**src/rtl/intr_rx_pkg.sv**
```systemverilog
// Shared types and helpers for the interrupt receive controller.
// Gateway state encoding doubles as the {ip, is} bit pair.
package intr_rx_pkg;

    localparam int MaxSrc = 31;
    localparam int MaxIdW = 5;
    localparam int IdNone = 0;

    typedef enum logic [1:0] {
        GwIdle      = 2'b00,
        GwPending   = 2'b10,
        GwInService = 2'b01
    } gw_state_e;

    // Lowest index wins; returns 1-based ID or IdNone.
    function automatic logic [MaxIdW-1:0] best_id(
        input logic [MaxSrc-1:0] elig
    );
        logic [MaxIdW-1:0] id;
        id = MaxIdW'(IdNone);
        for (int i = MaxSrc - 1; i >= 0; i--) begin
            if (elig[i]) begin
                id = MaxIdW'(i + 1);
            end
        end
        return id;
    endfunction

endpackage

```
**src/rtl/intr_rx_gateway.sv**
```systemverilog
// Per-source gateway: trigger detection plus IDLE/PENDING/IN_SERVICE.
// Triggers arriving while not idle are dropped.
module intr_rx_gateway
    import intr_rx_pkg::*;
(
    input  logic clk_i,
    input  logic rst_ni,
    input  logic src_i,
    input  logic le_i,
    input  logic claim_i,
    input  logic complete_i,
    output logic ip_o,
    output logic is_o
);

    gw_state_e state_q, state_d;
    logic      src_q;
    logic      trig;

    assign trig = src_i & (~le_i | ~src_q);

    always_comb begin
        state_d = state_q;
        unique case (state_q)
            GwIdle: begin
                if (trig) begin
                    state_d = GwPending;
                end
            end
            GwPending: begin
                if (claim_i) begin
                    state_d = GwInService;
                end
            end
            GwInService: begin
                if (complete_i) begin
                    state_d = GwIdle;
                end
            end
            default: state_d = GwIdle;
        endcase
    end

    always_ff @(posedge clk_i or negedge rst_ni) begin
        if (!rst_ni) begin
            state_q <= GwIdle;
            src_q   <= 1'b0;
        end else begin
            state_q <= state_d;
            src_q   <= src_i;
        end
    end

    assign ip_o = state_q[1];
    assign is_o = state_q[0];

endmodule

```
**src/rtl/intr_rx_ctrl.sv**
```systemverilog
// Interrupt receive controller: gateways, fixed-priority select,
// claim/complete handshake and registered core-facing outputs.
module intr_rx_ctrl
    import intr_rx_pkg::*;
#(
    parameter int NumSrc = 8,
    localparam int IdW = $clog2(NumSrc + 1)
) (
    input  logic              clk_i,
    input  logic              rst_ni,
    input  logic [NumSrc-1:0] intr_src_i,
    input  logic [NumSrc-1:0] le_i,
    input  logic [NumSrc-1:0] ie_i,
    input  logic              claim_req_i,
    output logic              claim_valid_o,
    output logic [IdW-1:0]    claim_id_o,
    input  logic              complete_we_i,
    input  logic [IdW-1:0]    complete_id_i,
    output logic [NumSrc-1:0] ip_o,
    output logic              irq_o,
    output logic [IdW-1:0]    irq_id_o
);

    logic [NumSrc-1:0] ip;
    logic [NumSrc-1:0] is;
    logic [NumSrc-1:0] elig;
    logic [NumSrc-1:0] claim_vec;
    logic [NumSrc-1:0] cmpl_vec;
    logic [MaxSrc-1:0] elig_ext;
    logic [IdW-1:0]    best;

    logic           claim_valid_q;
    logic [IdW-1:0] claim_id_q, claim_id_d;
    logic           irq_q;
    logic [IdW-1:0] irq_id_q;

    assign elig     = ip & ie_i & ~is;
    assign elig_ext = MaxSrc'(elig);
    assign best     = IdW'(best_id(elig_ext));

    for (genvar g = 0; g < NumSrc; g++) begin : g_gw
        assign claim_vec[g] = claim_req_i
                            & (best == IdW'(g + 1));
        assign cmpl_vec[g]  = complete_we_i
                            & (complete_id_i == IdW'(g + 1));

        intr_rx_gateway u_gw (
            .clk_i      (clk_i),
            .rst_ni     (rst_ni),
            .src_i      (intr_src_i[g]),
            .le_i       (le_i[g]),
            .claim_i    (claim_vec[g]),
            .complete_i (cmpl_vec[g]),
            .ip_o       (ip[g]),
            .is_o       (is[g])
        );
    end

    always_comb begin
        claim_id_d = claim_id_q;
        if (claim_req_i) begin
            claim_id_d = best;
        end
    end

    always_ff @(posedge clk_i or negedge rst_ni) begin
        if (!rst_ni) begin
            claim_valid_q <= 1'b0;
            claim_id_q    <= '0;
            irq_q         <= 1'b0;
            irq_id_q      <= '0;
        end else begin
            claim_valid_q <= claim_req_i;
            claim_id_q    <= claim_id_d;
            irq_q         <= |elig;
            irq_id_q      <= best;
        end
    end

    assign ip_o          = ip;
    assign claim_valid_o = claim_valid_q;
    assign claim_id_o    = claim_id_q;
    assign irq_o         = irq_q;
    assign irq_id_o      = irq_id_q;

endmodule

```
**config.mk**
```make
export PLATFORM = sky130hd
export DESIGN_NAME = intr_rx_ctrl
export DESIGN_NICKNAME = d
export VERILOG_FILES = /design/src/rtl/intr_rx_pkg.sv /design/src/rtl/intr_rx_gateway.sv /design/src/rtl/intr_rx_ctrl.sv
export SDC_FILE = /design/constraint.sdc
export NUM_CORES = 1
export LEC_CHECK = 0
export BUFFER_PORTS_ARGS = -buffer_cell sky130_fd_sc_hd__buf_2
export CAP_MARGIN = 30
export CORE_ASPECT_RATIO = 0.5
export CORE_MARGIN = 4
export CORE_UTILIZATION = 35
export DETAILED_ROUTE_END_ITERATION = 10
export GPL_TIMING_DRIVEN = 1
export PLACE_DENSITY = 0.58
export SYNTH_ARGS = -nofsm -noshare
export SYNTH_HDL_FRONTEND = slang
export SYNTH_HIERARCHICAL = 1
export SYNTH_SLANG_ARGS = --single-unit
```
**constraint.sdc**
```tcl
create_clock -name clk_i -period 2.25 [get_ports clk_i]
set_clock_uncertainty 0.15 [all_clocks]
set_input_delay 0.225 -clock clk_i [delete_from_list [all_inputs] [get_ports clk_i]]
set_output_delay 0.225 -clock clk_i [all_outputs]
set_load 0.05 [all_outputs]
```
==> flow_metrics.py <==
metrics = {
    "status": {
        "status": "completed",
    },
    "place": {
        "gp_congestion": 0.720,
        "dpl.hpwl_um": 2850,
        "io_buffer_count": 49,
        "place_ws_ps": 613,
    },
    "routing": {
        "dr_total_vias": 1302,
        "drcViolationCount": 0,
        "ant_nets": 0,
        "detail_route.vias_per_cell": 4.58,
        "routed_wl_um": 3650,
        "drt-wirelength-per-cell_um": 12.9,
        "drtIter0Drc": 44,
        "dr.pass1.iters": 4,
    },
    "worst_setup_path": {
        "crit_slowest_cell": "dfrtp_1",
        "crit_family": "compound AO/OA/AOI/OAI gates",
        "end_kind": "flop",
        "crit_type": "reg -> reg",
        "path_cells": "and3b_1 -> o211ai_2 -> o211a_1 -> nor2_1 -> nand2b_1 -> a21oi_2",
        "cp_num_buf_inv": 0,
        "crit_required_ps": 2320,
        "path_max_fanout": 7,
        "critPathLaunchType": "flop",
        "cp.arrival_ps": 1730,
        "cpPeakStageDelay_ps": 450,
    },
    "layout": {
        "num-fill-cells": 476,
        "final_common_cell": "buf_2",
        "areaGrowthSynthToFinish_pct": 27.8,
        "fin_nets": 246,
        "antenna_cells": 0,
        "mostFrequentLayoutCells": "buf_2 (49), dfrtp_1 (34), nand2b_1 (18)",
        "drive_gt1_share_pct": 40.7,
    },
    "sta": {
        "hold_ws_ps": 23.8,
        "relSlewSlack_pct": 48.7,
        "post-route-min-period_ps": 1660,
        "tns_ps": 0,
        "hold_violations": 0,
        "rsz0062_at_grt": "no",
        "fin_crit_sh_pct": 73.9,
        "worst_pin_slew_ps": 769,
        "worst_slack_ps": 588,
        "drv_slew": 0,
        "fmax_mhz": 602,
        "finalSetupViolCount": 0,
    },
    "clock_network": {
        "cts_root_buf": "clkbuf_8",
        "cts_tree": "done",
        "numCtsBuffers": 5,
        "clock_latency_ps": 280,
        "clock_sinks": 34,
        "h-tree-depth": 2,
        "cts.clk_slew.worst_paths_ps": 60,
        "cts_buffer_depth": 2,
        "cts_resized": 0,
    },
    "pwr": {
        "p_per_area_nw_per_um2": 1230,
        "sequentialPowerShare_pct": 35.7,
        "p_leak_nw": 1.11,
        "p_switching_w": 0.00129,
        "intPower_w": 0.00151,
        "ir_worst_vdd_mv": 0.401,
        "power_frac_clock_pct": 14.8,
        "swShare_pct": 46.1,
        "pwr-share-comb_pct": 49.5,
    },
    "synth": {
        "ys_types": 32,
        "synth_area_leader_cell": "dfrtp_1",
        "synth.net_count": 182,
        "synth_area_leaders": "dfrtp_1 (48%), nand3b_4 (17%), nand2b_1 (6.3%)",
        "ys_ff_latch": 34,
        "yosysWarnings": 6,
        "avgSynthCellArea_um2": 11.9,
        "yosysTopAreaCellShare_pct": 47.7,
        "synth_edf_count": 0,
        "async_flop_share_pct": 100,
        "syn_inst": 150,
        "netlist_area_um2": 1790,
        "synth_seq_area_share_pct": 47.7,
        "ys.flop_type": "dfrtp_1",
    },
    "floorplanning": {
        "fp-row-count": 18,
        "initial_core_util_pct": 36.2,
        "dieArea_um2": 6380,
        "die_w_um": 109,
        "io_pins": 50,
        "die_h_um": 58.5,
        "core-area_um2": 4930,
    },
    "global_routing": {
        "grt_pass1_vias": 1311,
        "grt_max_degree": 35,
        "grt_use_total_pct": 12.3,
        "grt_pass1_wl_um": 6020,
        "antenna_found_initial": 0,
        "overflow": 0,
    },
    "run": {
        "cap_violations": 0,
    },
    "hold_path": {
        "hold_class": "in -> reg",
    },
}
power by group through the flow:
stage	clock [W]	combinational (W)	sequential, W
floorplan	0	0.000620	0.00145
global placement	0	0.00138	0.00100
detailed placement	0	0.00139	0.00101
CTS	0.000430	0.00140	0.00101
global route	0.000460	0.00147	0.00103
finish	0.000413	0.00138	0.000998
final timing paths:
check,from,endpoint,slack (ps),depth (start not counted)
min reg2reg,g_gw[7].u_gw/state_q[0]$_DFFE_PN0P_,g_gw[7].u_gw/state_q[1]$_DFFE_PN0P_,320,1
max,g_gw[5].u_gw/state_q[1]$_DFFE_PN0P_,g_gw[3].u_gw/state_q[1]$_DFFE_PN0P_,590,6
min in group asynchronous,rst_ni,g_gw[2].u_gw/state_q[1]$_DFFE_PN0P_,410,2
max reg2reg,g_gw[5].u_gw/state_q[1]$_DFFE_PN0P_,g_gw[3].u_gw/state_q[1]$_DFFE_PN0P_,590,6
max in group asynchronous,rst_ni,g_gw[5].u_gw/state_q[0]$_DFFE_PN0P_,1050,2
min,claim_req_i,claim_valid_o$_DFF_PN0_,20,1
kinds of logic after synthesis:
kind of cell,share of synthesized area (%)
buffers and inverters,0.631
DFF,47.7
AOI/OAI and AO/OA,9.95
and+or+nand+nor,40.3
muxes,1.47
worst reg2reg max path: stages (launching register included):
cell and delay [ps]:
dfrtp_1 450, and3b_1 210, o211ai_2 180, o211a_1 230
nor2_1 90, nand2b_1 160, a21oi_2 130
per-stage QoR:
stage / util [%] / std cells / area, um^2 / power, W
CTS: 46.2 / 284 / 2280 / 0.00284
global placement: 42.9 / 268 / 2110 / 0.00238
global route: 46.2 / 284 / 2280 / 0.00296
floorplan: - / 150 / 1790 / 0.00207
detailed placement: 42.9 / 268 / 2110 / 0.00240
finish: 46.2 / 284 / 2280 / 0.00279
state kept, by name, summed over array words and instances (netlist names):
register / cells
claim_valid_o: 1
g_gw.u_gw/state_q: 16
irq_id_o: 4
claim_id_o: 4
irq_o: 1
g_gw.u_gw/src_q: 8
Yosys cell counts (2+ instances only):
library cell / n
nand2_1: 15
nand3b_1: 10
nand3b_4: 15
dfrtp_1: 34
o21ai_0: 8
and2_1: 2
nor2_1: 14
inv_1: 2
nand2b_1: 18
a21oi_2: 9
nand4_1: 2
cell type report:
class                   count  area, um^2  share of cell area (%)
clock buffers               7        76.3                    3.35
inverters                   2        7.51                   0.329
multi-input cells         113         923                    40.5
flip-flops and latches     34         851                    37.3
well taps                  70        87.6                    3.84
repair buffers             58         335                    14.7
per-layer routing:
layer	wire length [um]	global-route usage, %	vias to the layer above
met5	0	0	-
met4	51	3.78	0
met3	203	4.16	7
met2	1680	19.1	28
met1	1720	16.4	617
li1	-	-	650
repair_timing:
item | in CTS | in global routing
endpoints found under the hold margin | 42 | 0
setup buffers | 0 | 0
hold buffers | 9 | 0
Note: power is estimated with default switching activity, not from simulation.
